### src/rtl/cale_de_date_div_pkg.sv
// cale_de_date_div_pkg -- shared definitions for the restoring divider.
//   WIDTH_DEF      : default operand/result width
//   PHASES_PER_BIT : clock cycles spent per quotient bit (SHIFT, SUB, COMMIT)
//   state_t        : divider FSM states
//   cnt_width()    : bit counter width for a given operand width
package cale_de_date_div_pkg;

  localparam int WIDTH_DEF      = 8;
  localparam int PHASES_PER_BIT = 3;

  typedef enum logic [2:0] {
    IDLE   = 3'd0,
    SHIFT  = 3'd1,
    SUB    = 3'd2,
    COMMIT = 3'd3,
    DONE   = 3'd4
  } state_t;

  // Counter must index WIDTH bits; never collapse to a zero-width vector.
  function automatic int cnt_width(input int w);
    return (w > 1) ? $clog2(w) : 1;
  endfunction

endpackage

### src/rtl/cale_de_date_div_scazator.sv
// scazator_div -- combinational WIDTH+1-bit trial subtractor.
//   i_a      : partial remainder
//   i_b      : divisor
//   o_diff   : low WIDTH bits of i_a - i_b
//   o_borrow : 1 when i_b > i_a
module scazator_div
  import cale_de_date_div_pkg::*;
#(
  parameter int WIDTH = WIDTH_DEF
) (
  input  logic [WIDTH-1:0] i_a,
  input  logic [WIDTH-1:0] i_b,
  output logic [WIDTH-1:0] o_diff,
  output logic             o_borrow
);

  logic [WIDTH:0] w_full;

  // Zero-extend both operands so the extra MSB carries the borrow.
  assign w_full   = {1'b0, i_a} - {1'b0, i_b};
  assign o_diff   = w_full[WIDTH-1:0];
  assign o_borrow = w_full[WIDTH];

endmodule

### src/rtl/cale_de_date_div.sv
// cale_de_date_div -- multi-cycle unsigned restoring divider driven by an
// external controller.
//   clk, reset           : clock, synchronous active-high reset
//   reset_data           : clears the datapath, forces IDLE
//   load                 : captures dividend/divisor (IDLE or DONE only)
//   busy                 : enables the SHIFT/SUB/COMMIT phases
//   readyCtrl            : rising edge in DONE publishes the result
//   dividend, divisor    : unsigned operands
//   quotient, remainder  : published result
//   div_by_zero          : published result had a zero divisor
//   ready                : one-cycle pulse the cycle after publication
//   overrun              : sticky, readyCtrl rose before DONE
module cale_de_date_div
  import cale_de_date_div_pkg::*;
#(
  parameter int WIDTH = WIDTH_DEF
) (
  input  logic             clk,
  input  logic             reset,
  input  logic             reset_data,
  input  logic             load,
  input  logic             busy,
  input  logic             readyCtrl,
  input  logic [WIDTH-1:0] dividend,
  input  logic [WIDTH-1:0] divisor,
  output logic [WIDTH-1:0] quotient,
  output logic [WIDTH-1:0] remainder,
  output logic             div_by_zero,
  output logic             ready,
  output logic             overrun
);

  localparam int             CW       = cnt_width(WIDTH);
  localparam logic [CW-1:0]  CNT_LAST = CW'(WIDTH - 1);

  state_t           r_state;
  logic [WIDTH-1:0] r_q;
  logic [WIDTH-1:0] r_r;
  logic [WIDTH-1:0] r_d;
  logic [WIDTH:0]   r_trial;
  logic [CW-1:0]    r_cnt;
  logic             r_loaded;
  logic             r_dbz;
  // Bit shifted out of R on SHIFT: when set the shifted remainder is
  // >= 2^WIDTH > D, so the subtraction succeeds regardless of the borrow.
  logic             r_carry;
  logic             r_rc_d;
  logic             r_pub;
  logic [WIDTH-1:0] r_quot;
  logic [WIDTH-1:0] r_rem;
  logic             r_dbz_out;
  logic             r_ready;
  logic             r_overrun;

  logic [WIDTH-1:0] w_diff;
  logic             w_borrow;
  logic             w_rc_rise;
  logic             w_can_load;

  scazator_div #(.WIDTH(WIDTH)) u_sub (
    .i_a      (r_r),
    .i_b      (r_d),
    .o_diff   (w_diff),
    .o_borrow (w_borrow)
  );

  assign w_rc_rise  = readyCtrl & ~r_rc_d;
  assign w_can_load = (r_state == IDLE) || (r_state == DONE);

  // FSM and datapath: reset > reset_data > load > phase step.
  always_ff @(posedge clk) begin
    if (reset) begin
      r_state  <= IDLE;
      r_q      <= '0;
      r_r      <= '0;
      r_d      <= '0;
      r_trial  <= '0;
      r_cnt    <= '0;
      r_loaded <= 1'b0;
      r_dbz    <= 1'b0;
      r_carry  <= 1'b0;
    end else if (reset_data) begin
      r_state  <= IDLE;
      r_q      <= '0;
      r_r      <= '0;
      r_d      <= '0;
      r_cnt    <= '0;
      r_loaded <= 1'b0;
      r_carry  <= 1'b0;
    end else if (load && w_can_load) begin
      r_state  <= IDLE;
      r_q      <= dividend;
      r_d      <= divisor;
      r_r      <= '0;
      r_cnt    <= '0;
      r_loaded <= 1'b1;
      r_dbz    <= (divisor == '0);
      r_carry  <= 1'b0;
    end else begin
      case (r_state)
        IDLE: begin
          if (busy && r_loaded) begin
            r_state <= SHIFT;
          end else begin
            r_state <= IDLE;
          end
        end
        SHIFT: begin
          if (busy) begin
            {r_carry, r_r, r_q} <= {r_r, r_q, 1'b0};
            r_state             <= SUB;
          end
        end
        SUB: begin
          if (busy) begin
            r_trial <= {w_borrow, w_diff};
            r_state <= COMMIT;
          end
        end
        COMMIT: begin
          if (busy) begin
            if (!r_trial[WIDTH] || r_carry) begin
              r_r    <= r_trial[WIDTH-1:0];
              r_q[0] <= 1'b1;
            end
            r_carry <= 1'b0;
            r_cnt   <= r_cnt + CW'(1);
            if (r_cnt == CNT_LAST) begin
              r_state <= DONE;
            end else begin
              r_state <= SHIFT;
            end
          end
        end
        DONE: begin
          r_state <= DONE;
        end
        default: begin
          r_state <= IDLE;
        end
      endcase
    end
  end

  // Result publication, ready pulse and overrun flag.
  always_ff @(posedge clk) begin
    if (reset) begin
      r_rc_d    <= 1'b0;
      r_pub     <= 1'b0;
      r_quot    <= '0;
      r_rem     <= '0;
      r_dbz_out <= 1'b0;
      r_ready   <= 1'b0;
      r_overrun <= 1'b0;
    end else begin
      r_rc_d  <= readyCtrl;
      r_ready <= r_pub;
      if (w_rc_rise && (r_state == DONE)) begin
        r_quot    <= r_q;
        r_rem     <= r_r;
        r_dbz_out <= r_dbz;
        r_pub     <= 1'b1;
      end else begin
        r_pub <= 1'b0;
      end
      if (reset_data) begin
        r_overrun <= 1'b0;
      end else if (w_rc_rise && (r_state != DONE)) begin
        r_overrun <= 1'b1;
      end
    end
  end

  assign quotient    = r_quot;
  assign remainder   = r_rem;
  assign div_by_zero = r_dbz_out;
  assign ready       = r_ready;
  assign overrun     = r_overrun;

endmodule
### config.mk
export PLATFORM = sky130hd
export DESIGN_NAME = cale_de_date_div
export DESIGN_NICKNAME = d
export VERILOG_FILES = /design/src/rtl/cale_de_date_div_pkg.sv /design/src/rtl/cale_de_date_div_scazator.sv /design/src/rtl/cale_de_date_div.sv
export SDC_FILE = /design/constraint.sdc
export NUM_CORES = 1
export LEC_CHECK = 0
export ABC_AREA = 1
export CORE_AREA = 3 3 74 76
export CTS_BUF_LIST = sky130_fd_sc_hd__clkbuf_4
export DETAILED_ROUTE_END_ITERATION = 7
export DIE_AREA = 0 0 77 79
export GPL_ROUTABILITY_DRIVEN = 0
export PLACE_DENSITY = 0.85
export SLEW_MARGIN = 5
export SYNTH_ARGS = -nofsm -noshare
export SYNTH_HDL_FRONTEND = slang
export SYNTH_SLANG_ARGS = --single-unit
### constraint.sdc
create_clock -name clk -period 2.9 [get_ports clk]
set_input_delay 0.725 -clock clk [delete_from_list [all_inputs] [get_ports clk]]
set_output_delay 0.725 -clock clk [all_outputs]
set_load 0.02 [all_outputs]
==> flow_metrics.py, run 1 <==
metrics = {
    "place": {
        "portBuffers": 40,
        "hpwl_mm": 4.84,
        "dp.cells": 492,
    },
    "synthesis": {
        "synth_enable_flop_cells": 0,
        "yosys_warnings": 0,
        "ys.flop_type": "dfxtp_1",
        "synth_area_per_cell_um2": 7.41,
        "synth_area_um2": 2920,
        "ys_seq_area_share_pct": 43.2,
        "ys_types": 33,
        "async_flop_share_pct": 0,
        "synth_seq_cells": 63,
        "syn_nets": 427,
        "synthCells": 394,
    },
    "job": {
        "drv_cap": 0,
    },
    "routing": {
        "first_iter_violations": 249,
        "antenna_left": 0,
        "wirelength_mm": 6.83,
        "drc_errors": 0,
        "via_per_inst": 5.31,
        "drt_pre_antenna_iters": 5,
        "wl_per_cell_um": 13.5,
        "routed-via-count": 2700,
    },
    "timing": {
        "relSlewSlack_pct": 67.0,
        "layout_min_cycle_time_ns": 2.12,
        "skew_ns": 0.0156,
        "setup_viol": 0,
        "maxSlewViolCount": 0,
        "fmax_mhz": 472,
        "period_share_pct": 73.1,
        "fin_setup_tns_ns": 0,
        "worst_pin_slew_ns": 0.495,
        "rsz0062_at_grt": "no",
        "hold_viol": 0,
    },
    "worst_hold_path": {
        "whs_endpoint": "ready",
        "whs_path_depth": 2,
        "hold_start": "r_pub",
        "min-delay-path-class": "flop to flop",
    },
    "floorplanning": {
        "die-area_um2": 6080,
        "std_cell_rows": 25,
        "start_util_pct": 61.0,
        "io_pins": 41,
        "die_y_um": 79,
        "core_um2": 4790,
        "die_w_um": 77,
    },
    "cts": {
        "clk_pin_slew_worst_paths_ns": 0.10,
        "cts_buffers": 9,
        "htree_levels": 3,
        "root_buffer": "clkbuf_4",
        "postCtsResizedCells": 0,
        "clk_path_buf_depth": 2,
        "clkLatencyLatePin_ns": 0.41,
        "hold_buffers": 0,
        "numClockSinks": 63,
        "cts_tree": "built",
        "cts_setup_buffers": 0,
    },
    "worst_setup_path": {
        "critical_path_class": "flop to output port",
        "rr_startpoint": "r_r[0]",
        "critical_path.max_fanout": 2,
        "path_buf_inv": 1,
        "crit_family": "buffers and inverters",
        "r2r_slack_ns": 0.99,
        "cp-end-kind": "output port",
        "path_cells": "clkdlybuf4s50_1",
        "timing.rr.end": "r_trial[8]",
        "arrival_ns": 1.39,
        "critPathLaunchType": "flop",
        "slowest_stage": "clkdlybuf4s50_1",
        "slowest_delay_ns": 0.63,
        "critPathRequiredTime_ns": 2.17,
        "ff2ff_path_depth": 10,
    },
    "power": {
        "p_per_area_nw_per_um2": 482,
        "power.leakage_nw": 1.52,
        "vdd_drop_max_mv": 0.303,
    },
    "grt": {
        "grt_pass1_wl_mm": 11.9,
        "track_usage_pct": 24.7,
        "grt-ovfl-total": 0,
        "antenna_found_initial": 0,
        "grt_max_degree": 26,
        "grt_pass1_vias": 2615,
    },
    "cells_and_area": {
        "utilization_pct": 73.4,
        "final_nets": 469,
        "area_growth_pct": 20.3,
        "layout.cells.non_filler": 508,
        "antenna_cells": 0,
        "layout-drive-gt1-share_pct": 9.07,
    },
    "status": {
        "status": "finished, final reports clean",
    },
}
-- sequential cells by signal (all words and copies together) (netlist names) --
name         flops
div_by_zero      1
overrun          1
quotient         8
r_carry          1
r_cnt            3
r_d              8
r_dbz            1
r_loaded         1
r_pub            1
r_q              8
r_r              8
r_rc_d           1
r_state          3
r_trial          9
ready            1
remainder        8
-- how the worst max path moves through the flow --
| stage | start | to | slack, ns | cells after the start |
|---|---|---|---|---|
| final | remainder[4] | remainder[4] | 0.78 | 1 |
| after global routing | readyCtrl | remainder[4] | 0.65 | 7 |
| after CTS | quotient[5] | quotient[5] | 0.76 | 1 |
| after detailed placement | readyCtrl | remainder[4] | 0.55 | 7 |
| after global placement | load | r_cnt[0] | 0.58 | 7 |
| after floorplan | r_r[0] | r_trial[8] | 1.18 | 10 |
-- report_power, final --
group	internal (mW)	switching, mW
Sequential	0.877	0.00651
Combinational	0.0634	0.0822
Clock	0.363	0.302
-- cell type report --
cell class	instances	area, um2
repair buffers	44	430
multi-input cells	270	1400
fillers	370	1270
clock inverters	5	72.6
inverters	48	184
flip-flops and latches	63	1260
clock buffers	11	82.6
well taps	67	83.8
-- synth_stat cells (2+ instances only) --
cell type  instances  area (um2)
nand2_4            2        22.5
o21ai_1            3        15.0
buf_1              2        7.51
o21ai_0           47         235
nor2_4             3        33.8
nand3_1           12        60.1
inv_1             40         150
nand4_1            2        12.5
a21oi_1           45         225
nand2_1           64         240
xor2_1             3        26.3
buf_6              2        22.5
clkbuf_1           3        11.3
buf_4              2        15.0
dfxtp_1           63        1260
or2_2              2        12.5
ha_1              10         125
inv_2              6        22.5
buf_2              4        20.0
nor2_1            66         248
-- stage by stage --
stage	hold slack (ns)	setup slack, ns	instance area, um2	power (mW)
3_5_place_dp	0.411	0.552	3360	1.05
5_1_grt	0.455	0.651	3510	1.77
2_1_floorplan	0.388	1.18	2920	0.990
4_1_cts	0.428	0.761	3510	1.71
3_3_place_gp	0.391	0.577	3360	1.04
6_report	0.422	0.781	3510	1.69
-- logic make-up (layout without fill, tap and decap cells) --
kind of cell	Yosys count	count (layout)	share of synthesized area [%]
AO/OA/AOI/OAI	101	101	18.4
buffers and inverters	61	108	8.92
XOR/XNOR	3	3	0.901
AND/OR/NAND/NOR	155	155	23.5
adder cells (fa/ha/maj)	11	11	4.97
flip-flops	63	63	43.2
-- placed cells by master, fill, tap and decap left out, drive strengths merged, types with 3 or more instances in the layout --
cell type | synthesis | layout
nand3 | 13 | 13
clkbuf | 3 | 11
a21oi | 46 | 46
nand4 | 3 | 3
ha | 10 | 10
dfxtp | 63 | 63
inv | 47 | 47
xor2 | 3 | 3
nor2 | 71 | 71
nand2 | 66 | 66
clkinv | 1 | 4
clkdlybuf4s50 | 0 | 40
o21ai | 50 | 50
buf | 10 | 4
-- per-layer routing --
| layer | vias up | global-route usage [%] | share of wire, % |
|---|---|---|---|
| met5 | - | 0 | 0 |
| met4 | 0 | 10.1 | 3.4 |
| met3 | 23 | 8.05 | 6.6 |
| met2 | 93 | 41.0 | 46 |
| met1 | 1221 | 29.6 | 44 |
| li1 | 1363 | - | - |
Power figures use the tool's default switching activity.
==> run 2: changes to the inputs <==
- CORE_AREA: 3 3 74 76 -> 3 3 77 79
- DIE_AREA: 0 0 77 79 -> 0 0 80 82
- PLACE_DENSITY: 0.85 -> 0.79
- clock period: 2.9 -> 2.1 ns (I/O delays scaled with it)
==> flow_metrics.py, run 2 (same netlist as run 1, synthesis figures left out) <==
metrics = {
    "power": {
        "vdd_drop_max_mv": 0.367,
        "finalPower_mw": 2.25,
        "power.leakage_nw": 1.53,
        "p_per_area_nw_per_um2": 637,
    },
    "grt": {
        "antenna_found_initial": 0,
        "track_usage_pct": 21.2,
        "grt_pass1_wl_mm": 10.6,
        "grt-ovfl-total": 0,
        "grt_pass1_vias": 2389,
        "grt_max_degree": 25,
    },
    "job": {
        "drv_cap": 0,
    },
    "timing": {
        "fmax_mhz": 518,
        "setup_viol": 0,
        "hold_viol": 0,
        "period_share_pct": 92.0,
        "rsz0062_at_grt": "no",
        "maxSlewViolCount": 0,
        "skew_ns": 0.0153,
        "layout_min_cycle_time_ns": 1.93,
        "relSlewSlack_pct": 76.0,
        "whs_ns": 0.419,
        "worst_pin_slew_ns": 0.360,
        "fin_setup_tns_ns": 0,
        "fin_ws_ns": 0.168,
    },
    "cts": {
        "numClockSinks": 63,
        "cts_setup_buffers": 0,
        "clk_path_buf_depth": 2,
        "root_buffer": "clkbuf_4",
        "cts_buffers": 9,
        "hold_buffers": 0,
        "postCtsResizedCells": 0,
        "clkLatencyLatePin_ns": 0.43,
        "cts_tree": "built",
        "htree_levels": 3,
        "clk_pin_slew_worst_paths_ns": 0.12,
    },
    "routing": {
        "wl_per_cell_um": 12.5,
        "drt_pre_antenna_iters": 4,
        "first_iter_violations": 211,
        "routed-via-count": 2603,
        "drc_errors": 0,
        "wirelength_mm": 6.49,
        "via_per_inst": 5.03,
        "antenna_left": 0,
    },
    "floorplanning": {
        "start_util_pct": 54.0,
        "die-area_um2": 6560,
        "die_w_um": 80,
        "core_um2": 5410,
        "die_y_um": 82,
        "io_pins": 41,
        "std_cell_rows": 27,
    },
    "worst_setup_path": {
        "r2r_slack_ns": 0.17,
        "crit_cells": 1,
        "crit_family": "buffers and inverters",
        "ff2ff_path_depth": 10,
        "critical_path.max_fanout": 2,
        "arrival_ns": 1.41,
        "slowest_delay_ns": 0.63,
        "path_cells": "clkdlybuf4s50_1",
        "path_buf_inv": 1,
        "rr_startpoint": "r_r[0]",
        "critPathLaunchType": "flop",
        "critPathRequiredTime_ns": 1.57,
        "slowest_stage": "clkdlybuf4s50_1",
        "cp-end-kind": "output port",
        "timing.rr.end": "r_trial[8]",
        "critical_path_class": "flop to output port",
    },
    "cells_and_area": {
        "largest-register": "r_trial",
        "utilization_pct": 65.5,
        "final_common_cell": "nor2_1",
        "final_cell_mix": "nor2_1 (66), nand2_1 (64), dfxtp_1 (63)",
        "layout-drive-gt1-share_pct": 10.3,
        "stdcell_area_um2": 3540,
        "final_nets": 474,
        "layout.cells.non_filler": 518,
        "area_growth_pct": 21.4,
        "largest_reg_flops": 9,
        "antenna_cells": 0,
    },
    "worst_hold_path": {
        "hold_start": "r_pub",
        "whs_endpoint": "ready",
        "whs_path_depth": 2,
        "min-delay-path-class": "flop to flop",
    },
    "place": {
        "dp.cells": 502,
        "dpl_cell_area_um2": 3400,
        "hpwl_mm": 4.93,
        "pre_cts_ws_ns": 0.159,
        "portBuffers": 40,
    },
    "status": {
        "status": "finished, final reports clean",
    },
}
run 2: cell types whose count changed in the layout (fill, tap and decap cells not counted), sizes merged:
cell,change
buf,+5
bufinv,-1
clkbuf,-2
clkinvlp,+3
run 2: layout make-up:
cell class	count	area, um2
flip-flops and latches	63	1260
clock inverters	7	73.8
inverters	48	184
clock buffers	9	67.6
fillers	473	1860
multi-input cells	270	1400
well taps	72	90.1
repair buffers	49	468
run 2: layer usage:
layer	track usage (%)	vias to the layer above	part of all wire [%]
li1	-	1370	-
met2	32.6	59	45
met3	6.14	13	5.6
met5	0	-	0
met1	27.1	1161	47
met4	10.5	0	2.5
run 2: power by group:
part / total [mW] / internal [mW] / switching, mW
combinational: 0.202 / 0.0915 / 0.111
sequential: 1.22 / 1.21 / 0.00962
clock: 0.831 / 0.361 / 0.470
total: 2.25 / 1.66 / 0.590
run 2: worst max-delay path by stage:
| stage | slack [ns] | to | from |
|---|---|---|---|
| global route | 0.03 | r_trial[8] | r_r[0] |
| CTS | 0.15 | quotient[6] | quotient[6] |
| floorplan | 0.38 | r_trial[8] | r_r[0] |
| detailed placement | 0.16 | quotient[7] | readyCtrl |
| global placement | 0.22 | div_by_zero | readyCtrl |
| finish | 0.17 | div_by_zero | div_by_zero |
==> run 3: changes to the inputs <==
--- a/config.mk
+++ b/config.mk
@@ -13,4 +13,5 @@
 export GPL_ROUTABILITY_DRIVEN = 0
 export PLACE_DENSITY = 0.79
+export SKIP_CTS_REPAIR_TIMING = 1
 export SLEW_MARGIN = 5
 export SYNTH_ARGS = -nofsm -noshare
==> constraint.sdc (replaced) <==
create_clock -name clk -period 2.1 [get_ports clk]
set_input_delay 0.315 -clock clk [delete_from_list [all_inputs] [get_ports clk]]
set_output_delay 0.315 -clock clk [all_outputs]
set_load 0.02 [all_outputs]
==> flow_metrics.py, run 3 (same netlist as run 1, synthesis figures left out) <==
metrics = {
    "cells_and_area": {
        "utilization_pct": 65.7,
        "final_cell_mix": "nor2_1 (66), nand2_1 (64), dfxtp_1 (63)",
        "final_common_cell": "nor2_1",
        "layout.cells.non_filler": 516,
        "antenna_cells": 0,
        "stdcell_area_um2": 3550,
        "largest-register": "r_trial",
        "layout-drive-gt1-share_pct": 10.1,
        "area_growth_pct": 21.7,
        "largest_reg_flops": 9,
        "final_nets": 472,
    },
    "worst_setup_path": {
        "arrival_ns": 2.16,
        "critical_path.max_fanout": 3,
        "critical_path_class": "flop to flop",
        "critPathRequiredTime_ns": 2.40,
        "rr_startpoint": "r_r[0]",
        "cp-end-kind": "flop",
        "critPathLaunchType": "flop",
        "critPathLaunch": "r_r[0]",
    },
    "timing": {
        "relSlewSlack_pct": 64.3,
        "layout_min_cycle_time_ns": 1.86,
        "hold_viol": 0,
        "whs_ns": 0.425,
        "setup_viol": 0,
        "rsz0062_at_grt": "no",
        "period_share_pct": 88.4,
        "maxSlewViolCount": 0,
        "fmax_mhz": 539,
        "fin_setup_tns_ns": 0,
        "skew_ns": 0.0144,
        "worst_pin_slew_ns": 0.535,
        "fin_ws_ns": 0.244,
    },
    "cts": {
        "clk_pin_slew_worst_paths_ns": 0.11,
        "root_buffer": "clkbuf_4",
        "clk_path_buf_depth": 2,
        "cts_buffers": 9,
        "cts_tree": "built",
        "numClockSinks": 63,
        "htree_levels": 3,
        "clkLatencyLatePin_ns": 0.42,
    },
    "routing": {
        "drt_pre_antenna_iters": 4,
        "wirelength_mm": 6.68,
        "via_per_inst": 5.11,
        "drc_errors": 0,
        "routed-via-count": 2638,
        "antenna_left": 0,
        "wl_per_cell_um": 12.9,
        "first_iter_violations": 153,
    },
    "power": {
        "comb_power_share_pct": 8.5,
        "swShare_pct": 24.6,
        "p_per_area_nw_per_um2": 667,
        "switchingPower_uw": 583,
        "power.leakage_nw": 1.53,
        "vdd_drop_max_mv": 0.577,
        "finalPower_mw": 2.37,
        "clock_power_share_pct": 39.9,
        "internal_power_mw": 1.78,
        "power_frac_seq_pct": 51.6,
    },
    "grt": {
        "grt_max_degree": 25,
        "grt_pass1_wl_mm": 11.2,
        "track_usage_pct": 22.3,
        "grt-ovfl-total": 0,
        "antenna_found_initial": 0,
        "grt_pass1_vias": 2449,
    },
    "floorplanning": {
        "io_pins": 41,
        "die_w_um": 80,
        "start_util_pct": 54.0,
        "die_y_um": 82,
        "std_cell_rows": 27,
        "die-area_um2": 6560,
        "core_um2": 5410,
    },
    "place": {
        "dpl_cell_area_um2": 3380,
        "pre_cts_ws_ns": 0.274,
        "portBuffers": 40,
        "dp.cells": 500,
        "hpwl_mm": 5.02,
    },
    "status": {
        "status": "finished, final reports clean",
    },
    "job": {
        "drv_cap": 0,
    },
    "worst_hold_path": {
        "hold_start": "r_pub",
        "min-delay-path-class": "flop to flop",
    },
}
==> run 3: cell count changes in the layout (fill, tap and decap cells not counted) <==
cell and delta:
clkinv_1 -1, clkinvlp_4 -1, bufinv_16 +1, clkinv_2 +1
buf_4 -2
==> run 3: layout make-up <==
class / instances / area, um2
sequential: 63 / 1260
clock buffer: 9 / 67.6
clock inverter: 7 / 97.6
timing repair buffer: 47 / 453
fill: 494 / 1860
inverter: 48 / 184
tap: 72 / 90.1
multi-input combinational: 270 / 1400
==> run 3: path summary, 6_finish.rpt <==
| path | end | slack [ns] | cells after the start |
|---|---|---|---|
| worst max-delay path | r_trial[8] | 0.24 | 10 |
| worst min-delay path | ready | 0.42 | 2 |
| worst max register to register | r_trial[8] | 0.24 | 10 |
| worst min register to register | ready | 0.42 | 2 |
==> run 3: metal layers <==
| metal | part of all wire, % | vias to the layer above | GRT usage, % |
|---|---|---|---|
| li1 | - | 1361 | - |
| met1 | 46 | 1194 | 27.7 |
| met2 | 47 | 66 | 35.8 |
| met3 | 5.3 | 17 | 8.77 |
| met4 | 2.0 | 0 | 7.09 |
| met5 | 0 | - | 0 |
==> run 3: power by group through the flow <==
| stage | logic (mW) | registers (mW) | clock network [mW] |
|---|---|---|---|
| final | 0.202 | 1.22 | 0.944 |
| after global routing | 0.228 | 1.22 | 1.01 |
| after CTS | 0.202 | 1.22 | 0.958 |
| after detailed placement | 0.200 | 1.25 | 0 |
| after global placement | 0.194 | 1.25 | 0 |
| after floorplan | 0.121 | 1.25 | 0 |
==> run 3: critical path, stage by stage (launching register included) <==
cell and delay (ns):
dfxtp_1 0.37, inv_1 0.07, ha_1 0.23, fa_1 0.40, inv_1 0.07, nand2_1 0.04, nand2_1 0.07, nand3_1 0.10
or2_2 0.29, nand2_1 0.06, a21oi_1 0.05
